### src/rtl/stream_pkg.sv
// Shared stream-arbitration definitions: mode encodings and a rotating-priority picker
// that other arbiters in this codebase can reuse.
package stream_pkg;

    localparam logic MODE_FIXED = 1'b0;
    localparam logic MODE_RR    = 1'b1;
    localparam int   RR_MAX_CH  = 16;

    // Returns {found, index}: first set bit of valid scanning ptr, ptr+1, ... modulo nch.
    function automatic logic [4:0] rr_pick(input logic [15:0] valid,
                                           input logic [3:0]  ptr,
                                           input int          nch);
        logic [4:0] res;
        int         idx;
        res = '0;
        for (int k = 0; k < RR_MAX_CH; k++) begin
            idx = (int'(ptr) + k) % nch;
            if (k < nch && !res[4] && valid[idx]) begin
                res = {1'b1, idx[3:0]};
            end
        end
        return res;
    endfunction

endpackage

### src/rtl/rr_arbiter.sv
// Round-robin arbiter: owns the rotating priority pointer, which moves past the
// granted channel only when the caller reports that the grant was consumed.
module rr_arbiter
    import stream_pkg::*;
#(
    parameter  int NCH  = 4,
    localparam int SELW = $clog2(NCH)
) (
    input  logic            clk,
    input  logic            rst_n,
    input  logic [NCH-1:0]  req,
    input  logic            advance,
    output logic [NCH-1:0]  grant_onehot,
    output logic [SELW-1:0] grant_idx,
    output logic            found
);

    logic [SELW-1:0] ptr_q, ptr_d;
    logic [15:0]     req_ext;
    logic [3:0]      ptr_ext;
    logic [4:0]      pick;

    always_comb begin
        req_ext            = '0;
        req_ext[NCH-1:0]   = req;
        ptr_ext            = '0;
        ptr_ext[SELW-1:0]  = ptr_q;
        pick               = rr_pick(req_ext, ptr_ext, NCH);
        found              = pick[4];
        grant_idx          = SELW'(pick[3:0]);
    end

    for (genvar gi = 0; gi < NCH; gi++) begin : g_onehot
        assign grant_onehot[gi] = found && (grant_idx == SELW'(gi));
    end

    // Explicit wrap keeps the modulo correct when NCH is not a power of two.
    always_comb begin
        ptr_d = ptr_q;
        if (advance && found) begin
            ptr_d = (grant_idx == SELW'(NCH - 1)) ? '0 : grant_idx + 1'b1;
        end
    end

    always_ff @(posedge clk or negedge rst_n) begin
        if (!rst_n) begin
            ptr_q <= '0;
        end else begin
            ptr_q <= ptr_d;
        end
    end

endmodule

### src/rtl/stream_mux_rr.sv
// N-to-1 stream multiplexer with valid/ready handshake, registered output stage,
// fixed-select or round-robin channel choice, and a source-channel tag per word.
module stream_mux_rr
    import stream_pkg::*;
#(
    parameter  int WIDTH = 16,
    parameter  int NCH   = 4,
    localparam int SELW  = $clog2(NCH)
) (
    input  logic                 clk,
    input  logic                 rst_n,
    input  logic                 mode,
    input  logic [SELW-1:0]      sel,
    input  logic [NCH*WIDTH-1:0] in_data,
    input  logic [NCH-1:0]       in_valid,
    output logic [NCH-1:0]       in_ready,
    output logic [WIDTH-1:0]     out_data,
    output logic [SELW-1:0]      out_chan,
    output logic                 out_valid,
    input  logic                 out_ready
);

    logic             out_valid_q, out_valid_d;
    logic [WIDTH-1:0] out_data_q, out_data_d;
    logic [SELW-1:0]  out_chan_q, out_chan_d;

    logic [NCH-1:0]   rr_onehot;
    logic [SELW-1:0]  rr_idx;
    logic             rr_found;
    logic             fixed_found;
    logic [SELW-1:0]  grant_idx;
    logic             grant_found;
    logic             load_en;
    logic             xfer;

    rr_arbiter #(.NCH(NCH)) u_arb (
        .clk          (clk),
        .rst_n        (rst_n),
        .req          (in_valid),
        .advance      (xfer && (mode == MODE_RR)),
        .grant_onehot (rr_onehot),
        .grant_idx    (rr_idx),
        .found        (rr_found)
    );

    // A select beyond the last channel never matches, so it simply yields no grant.
    always_comb begin
        fixed_found = 1'b0;
        for (int i = 0; i < NCH; i++) begin
            if (sel == SELW'(i) && in_valid[i]) begin
                fixed_found = 1'b1;
            end
        end
        if (mode == MODE_RR) begin
            grant_found = rr_found && (rr_onehot != '0);
            grant_idx   = rr_idx;
        end else begin
            grant_found = fixed_found;
            grant_idx   = sel;
        end
        load_en = !out_valid_q || out_ready;
        xfer    = rst_n && load_en && grant_found;
    end

    for (genvar gi = 0; gi < NCH; gi++) begin : g_ready
        assign in_ready[gi] = xfer && (grant_idx == SELW'(gi));
    end

    always_comb begin
        out_valid_d = out_valid_q;
        out_data_d  = out_data_q;
        out_chan_d  = out_chan_q;
        if (load_en) begin
            out_valid_d = grant_found;
            if (grant_found) begin
                out_data_d = in_data[grant_idx*WIDTH +: WIDTH];
                out_chan_d = grant_idx;
            end
        end
    end

    always_ff @(posedge clk or negedge rst_n) begin
        if (!rst_n) begin
            out_valid_q <= 1'b0;
            out_data_q  <= '0;
            out_chan_q  <= '0;
        end else begin
            out_valid_q <= out_valid_d;
            out_data_q  <= out_data_d;
            out_chan_q  <= out_chan_d;
        end
    end

    assign out_valid = out_valid_q;
    assign out_data  = out_data_q;
    assign out_chan  = out_chan_q;

endmodule

### config.mk
export PLATFORM = sky130hd
export DESIGN_NAME = stream_mux_rr
export DESIGN_NICKNAME = d
export VERILOG_FILES = /design/src/rtl/stream_pkg.sv /design/src/rtl/rr_arbiter.sv /design/src/rtl/stream_mux_rr.sv
export SDC_FILE = /design/constraint.sdc
export NUM_CORES = 1
export LEC_CHECK = 0
export CAP_MARGIN = 10
export CORE_ASPECT_RATIO = 0.5
export CORE_MARGIN = 5
export CORE_UTILIZATION = 46
export DETAILED_ROUTE_END_ITERATION = 16
export PLACE_DENSITY = 0.92
export SLEW_MARGIN = 10
export SYNTH_ARGS = -nofsm -noshare
export SYNTH_HDL_FRONTEND = slang
export SYNTH_SLANG_ARGS = --single-unit
export TNS_END_PERCENT = 1
### constraint.sdc
create_clock -name clk -period 5.2 [get_ports clk]
set_clock_uncertainty 0.05 [all_clocks]
set_input_delay 1.04 -clock clk [delete_from_list [all_inputs] [get_ports clk]]
set_output_delay 1.04 -clock clk [all_outputs]
set_load 0.005 [all_outputs]
==> results.sh <==
export IMPL_status="finished, final reports clean"
export IMPL_globalRouteTotalUtil=0.256
export IMPL_synth_common_cells="42 x o21ai_0, 26 x a21oi_1, 26 x nand3_1, 22 x nand2_1, 21 x dfrtp_1"
export IMPL_netlist_top_cell_by_area="dfrtp_1"
export IMPL_yosysTopAreaCellShare=0.245
export IMPL_synth_edff_count=0
export IMPL_grt_pass1_wl_um=13000
export IMPL_cp_max_fo=27
export IMPL_synth_simple_gate_area_share=0.179
export IMPL_avgSynthCellArea_um2=7.52
export IMPL_syn_inst=285
export IMPL_drt_first_pass_iters=6
export IMPL_start_kind="input pin"
export IMPL_synth_mux_area_frac=0.0887
export IMPL_synth_compound_area_frac=0.411
export IMPL_worstSetupPathType="input pin to output port"
export IMPL_die_area_um2=6210
export IMPL_cellPowerDensity_nw_per_um2=254
export IMPL_grt_start_max_net_pins=28
export IMPL_stdcell_area_um2=3160
export IMPL_ys_warn_count=0
export IMPL_synth_area_um2=2140
export IMPL_nFillCells=334
export IMPL_ant_nets=0
export IMPL_finalHoldViolCount=0
export IMPL_wirelength_um=8410
export IMPL_cts_sinks=21
export IMPL_drcViolationCount=0
export IMPL_rrSetupSlack_ps=2620
export IMPL_clk_pin_slew_ps=80
export IMPL_cts_tree="built"
export IMPL_vias_per_cell=6.70
export IMPL_fmax_mhz=209
export IMPL_max_slew_margin=0.196
export IMPL_ctsResizeCount=0
export IMPL_drv_slew=0
export IMPL_cts_root_buf="clkbuf_8"
export IMPL_yosysMostFrequentCell="o21ai_0"
export IMPL_hp_class="register to register"
export IMPL_wire_per_inst_um=20.1
export IMPL_drt_initial_drc_count=366
export IMPL_ctsHoldBuffers=0
export IMPL_grt_setup_unrepaired="no"
export IMPL_chipHeight_um=58.3
export IMPL_drv_cap=0
export IMPL_area_growth_pct=47.5
export IMPL_clock_latency_ps=260
export IMPL_dpl_cell_area_um2=3110
export IMPL_synth_async_reset_ratio=1.00
export IMPL_post_cts_repair_setup_buffers=0
export IMPL_start_util=0.482
export IMPL_irDropWorstVdd_mv=0.125
export IMPL_fin_tns_setup_ps=0
export IMPL_crit_path_end_kind="output port"
export IMPL_synth_area_leaders="dfrtp_1 25%, o21ai_0 9.8%, mux2i_1 8.9%"
export IMPL_worst_pin_slew_ps=1210
export IMPL_crit_required_ps=4110
export IMPL_diodes=0
export IMPL_period_minus_slack_ps=4790
export IMPL_grt_overflow_total=0
export IMPL_yosys_register_bits=21
export IMPL_numCtsBuffers=3
export IMPL_routabilityCongestion=0.931
export IMPL_cts_max_path_buffers=2
export IMPL_period_share=0.921
export IMPL_dp_cells=415
export IMPL_synth_seq_area_share=0.245
export IMPL_antenna_found_initial=0
export IMPL_io_pins=97
export IMPL_dr_total_vias=2808
export IMPL_setup_viol=0
export IMPL_fp_coreArea_um2=4450
export IMPL_synth_xor_area_frac=0
export IMPL_rows=17
export IMPL_syn_nets=359
export IMPL_synth_top_family_by_area="compound AO/OA/AOI/OAI gates"
export IMPL_dp_hpwl_um=6060
export IMPL_portBuffers=96
export IMPL_yosys_area_share_adder=0
export IMPL_fin_nets=437
export IMPL_synth_flop_cell="dfrtp_1"
export IMPL_synth_cell_type_count=39
export IMPL_drive_gt1_frac=0.0497
export IMPL_stdcell_count=419
export IMPL_dieWidth_um=107
export IMPL_p_leak_nw=1.17
export IMPL_grt_pass1_vias=2706
export IMPL_worst_ep_arrival_time_ps=3700
export IMPL_htreeDepth=1
## report_power, final
part	total, W	internal, W	switching [W]
clock	0.000111	0.0000547	0.0000559
combinational	0.000448	0.000222	0.000226
sequential	0.000244	0.000205	0.0000384
## critical path, cell delays in order
cell and delay [ps]:
clkdlybuf4s50_1 600, o41ai_4 750, inv_1 150, o21ba_2 440
nand2_1 210, nor2_1 70, clkdlybuf4s50_1 440
## through the flow
stage / power (W) / utilization / hold WS, ps / setup WS (ps)
after floorplan: 0.000474 / - / 445 / 1780
after global placement: 0.000662 / 0.699 / 440 / 266
after detailed placement: 0.000678 / 0.699 / 446 / 228
after CTS: 0.000785 / 0.709 / 463 / 226
after global routing: 0.000842 / 0.712 / 503 / 271
final: 0.000802 / 0.712 / 461 / 412
## routing by layer
layer  up-vias  routed length (um)  global-route usage
met5         -                   0                   0
met4         0                 187              0.0747
met3        32                 947              0.0634
met2       220                4010               0.453
met1      1309                3270               0.314
li1       1247                   -                   -
## cell usage in the layout, fill, tap and decap left out, types with 2 or more instances in the layout
cell type / synthesis / layout
a21o_1: 8 / 8
a21oi_1: 26 / 25
a221o_1: 11 / 11
a22oi_1: 6 / 6
a41oi_1: 6 / 6
buf_4: 3 / 8
clkbuf_8: 0 / 3
clkdlybuf4s50_1: 0 / 96
dfrtp_1: 21 / 21
inv_1: 5 / 5
mux2i_1: 19 / 19
nand2_1: 22 / 22
nand2b_1: 2 / 2
nand3_1: 26 / 26
nor2_1: 16 / 16
nor2b_1: 3 / 3
o211ai_1: 10 / 10
o21ai_0: 42 / 42
o32a_1: 10 / 10
or2_1: 2 / 2
## final timing paths
path,cells after the start,from,endpoint
setup / recovery,7,in_valid[2],in_ready[3]
hold / removal,1,out_data[3]$_DFFE_PN0P_,out_data[3]$_DFFE_PN0P_
setup reg to reg,6,u_arb.ptr_q[1]$_DFFE_PN0P_,out_data[7]$_DFFE_PN0P_
hold reg to reg,1,out_data[3]$_DFFE_PN0P_,out_data[3]$_DFFE_PN0P_
max in group asynchronous,2,rst_n,out_data[5]$_DFFE_PN0P_
min in group asynchronous,2,rst_n,out_data[12]$_DFFE_PN0P_
## cell families after synthesis
| group | count (synthesis) |
|---|---|
| and+or+nand+nor | 79 |
| buffers and inverters | 36 |
| DFF | 21 |
| AOI/OAI and AO/OA | 130 |
| muxes | 19 |
## flip-flops by register name, summed over array words and instances (netlist names)
| name | cells |
|---|---|
| out_data | 16 |
| out_chan | 2 |
| u_arb.ptr_q | 2 |
| out_valid | 1 |
## area by class of cell
| class | instances | area (um^2) | share of cell area |
|---|---|---|---|
| tap | 57 | 71.3 | 0.0225 |
| sequential | 21 | 526 | 0.166 |
| inverter | 5 | 18.8 | 0.00593 |
| multi-input combinational | 228 | 1480 | 0.469 |
| timing repair buffer | 104 | 1020 | 0.323 |
| clock buffer | 4 | 45.0 | 0.0142 |
Power figures use the tool's default switching activity.
==> RTL change (same flow settings) <==
Make the reset (`rst_n`) synchronous in 2 clocked blocks.
--- a/src/rtl/rr_arbiter.sv
+++ b/src/rtl/rr_arbiter.sv
@@ -42,7 +42,7 @@
         end
     end
 
-    always_ff @(posedge clk or negedge rst_n) begin
+    always_ff @(posedge clk) begin
         if (!rst_n) begin
             ptr_q <= '0;
         end else begin
--- a/src/rtl/stream_mux_rr.sv
+++ b/src/rtl/stream_mux_rr.sv
@@ -79,7 +79,7 @@
         end
     end
 
-    always_ff @(posedge clk or negedge rst_n) begin
+    always_ff @(posedge clk) begin
         if (!rst_n) begin
             out_valid_q <= 1'b0;
             out_data_q  <= '0;
Check against the original RTL: differs if rst_n is asserted again (counterexample within 4 cycles, from zero or initial values and one cycle with rst_n low); with rst_n held inactive, the same outputs for 10 cycles.
==> RTL change against the unedited design <==
- area after synthesis decreased by 37%
- routed wire length decreased by 37%
- sequential power decreased by 20%
- die area decreased by 32%
- hold slack got worse by 0.020 ns
- design area decreased by 24%
- count of clock-buffer cells in the layout unchanged
- sequential cell count unchanged
- power decreased by 34%
- worst setup slack improved by 0.20 ns
- critical path type unchanged
==> RTL change: results (changes against the unedited design) <==
- Leak pwr: 0.0009886 uW (-15%)
- WP data arrival: 3.50 ns (-0.20 ns)
- DPL Wire Length: 4163 microns (-31%)
- DR iter-0 viols: 102 (-72%)
- WHS Path Cells: 2 (+1)
- Hold Path End: out_data[5]
- Synth Net Count: 210 (-42%)
- Placer's final routability congestion estimate: 0.8271 (-11%)
- Layout cells sized above 1: 9.052% (+4.1 points)
- R2R Path Start: u_arb.ptr_q[1]
- Largest net degree at the start of global routing: 21 (-25%)
- Post-synth cell types: 30 (-23%)
- Wire per inst: 19.68 microns (-1.9%)
- DR vias: 1574 (-44%)
- Hold Startpoint: out_data[5]
- First-pass iteration count of the detailed router: 4 (-2)
- Crit-path max FO: 9 (-67%)
- R2r setup slk: 2.81 ns (+0.19 ns)
- Ys async rst share: 0% (-100 points)
- Top cells by area, synth: dfxtp_1, mux2i_1, o221ai_2, nand3_1, o221ai_1
- Worst r2r dst: out_data[11]
- Worst slew pin tran: 0.4001 ns (-0.8057 ns)
- Worst r2r path cells: 7 (+1)
- First-pass GRT wire length: 8238 microns (-37%)
- Vias per std cell: 5.851 (-13%)
- Syn Inst Count: 136 (-52%)
- Total track usage: 25.05% (-0.59 points)
- Top cells by count, synth: mux2i_1, dfxtp_1, nand3_1
- Dominant synthesized flop cell: dfxtp_1
- Outcome: finished, final reports clean
- Number of global-route vias before repair: 1652 (-39%)
- Post-synthesis sequential area ratio: 30.97% (+6.5 points)
- Worst vdd ir: 0.2010 mV (+60%)
- Placed Instances: 265 (-36%)
- Final nets: 307 (-30%)
RTL change: logic make-up (layout without fill, tap and decap cells):
family | after synthesis | count (layout) | share of synthesized area, %
and+or+nand+nor | 37 | 37 | 14.29
muxes | 36 | 36 | 27.74
xor gates and xnor gates | 1 | 1 | 0.6453
AOI/OAI and AO/OA | 27 | 27 | 20.00
DFF | 21 | 21 | 30.97
buffers and inverters | 14 | 110 | 6.359
RTL change: layer usage:
| metal | track usage [%] | vias up | wire length, microns |
|---|---|---|---|
| met5 | 0 | - | 0 |
| met4 | 12.18 | 0 | 174 |
| met3 | 4.047 | 18 | 222 |
| met2 | 48.24 | 57 | 2903 |
| met1 | 26.02 | 775 | 1994 |
| li1 | - | 724 | - |
RTL change: worst max path at each step:
stage	startpoint	cells after the start	end	slack (ns)
after floorplan	sel[0]	8	in_ready[1]	1.65
after global placement	in_valid[1]	7	in_ready[3]	0.82
after detailed placement	in_valid[1]	7	in_ready[3]	0.62
after CTS	in_valid[1]	7	in_ready[1]	0.61
after global routing	in_valid[1]	7	in_ready[1]	0.53
final	in_valid[1]	7	in_ready[1]	0.61
RTL change: worst max-delay path: stages:
cell and delay, ns:
clkdlybuf4s50_1 0.55, a21boi_0 0.26, o221a_2 0.26, mux2i_1 0.13
or3_1 0.54, nor2_1 0.20, clkdlybuf4s50_1 0.53
RTL change: layout make-up:
class	count	area, sq um
multi-input combinational	101	865.8
sequential	21	420.4
inverter	3	11.26
timing repair buffer	103	1013
clock buffer	4	45.04
tap	37	46.29
fill	129	297.8
RTL change: metrics by stage:
stage	hold WS, ns	setup WS, ns	cell area [sq um]	total power [uW]	util (%)
detailed placement	0.4298	0.6208	2357	416.1	87.30
CTS	0.4495	0.6125	2402	526.1	88.97
finish	0.4411	0.6090	2402	526.5	88.97
global route	0.4769	0.5288	2402	546.6	88.97
global placement	0.4132	0.8178	2357	406.7	87.30
floorplan	0.4265	1.645	1358	293.5	-
RTL change: where the power goes:
part	internal, uW	switching (uW)
Combinational	132	88.3
Clock	54.8	56.3
Sequential	182	12.6
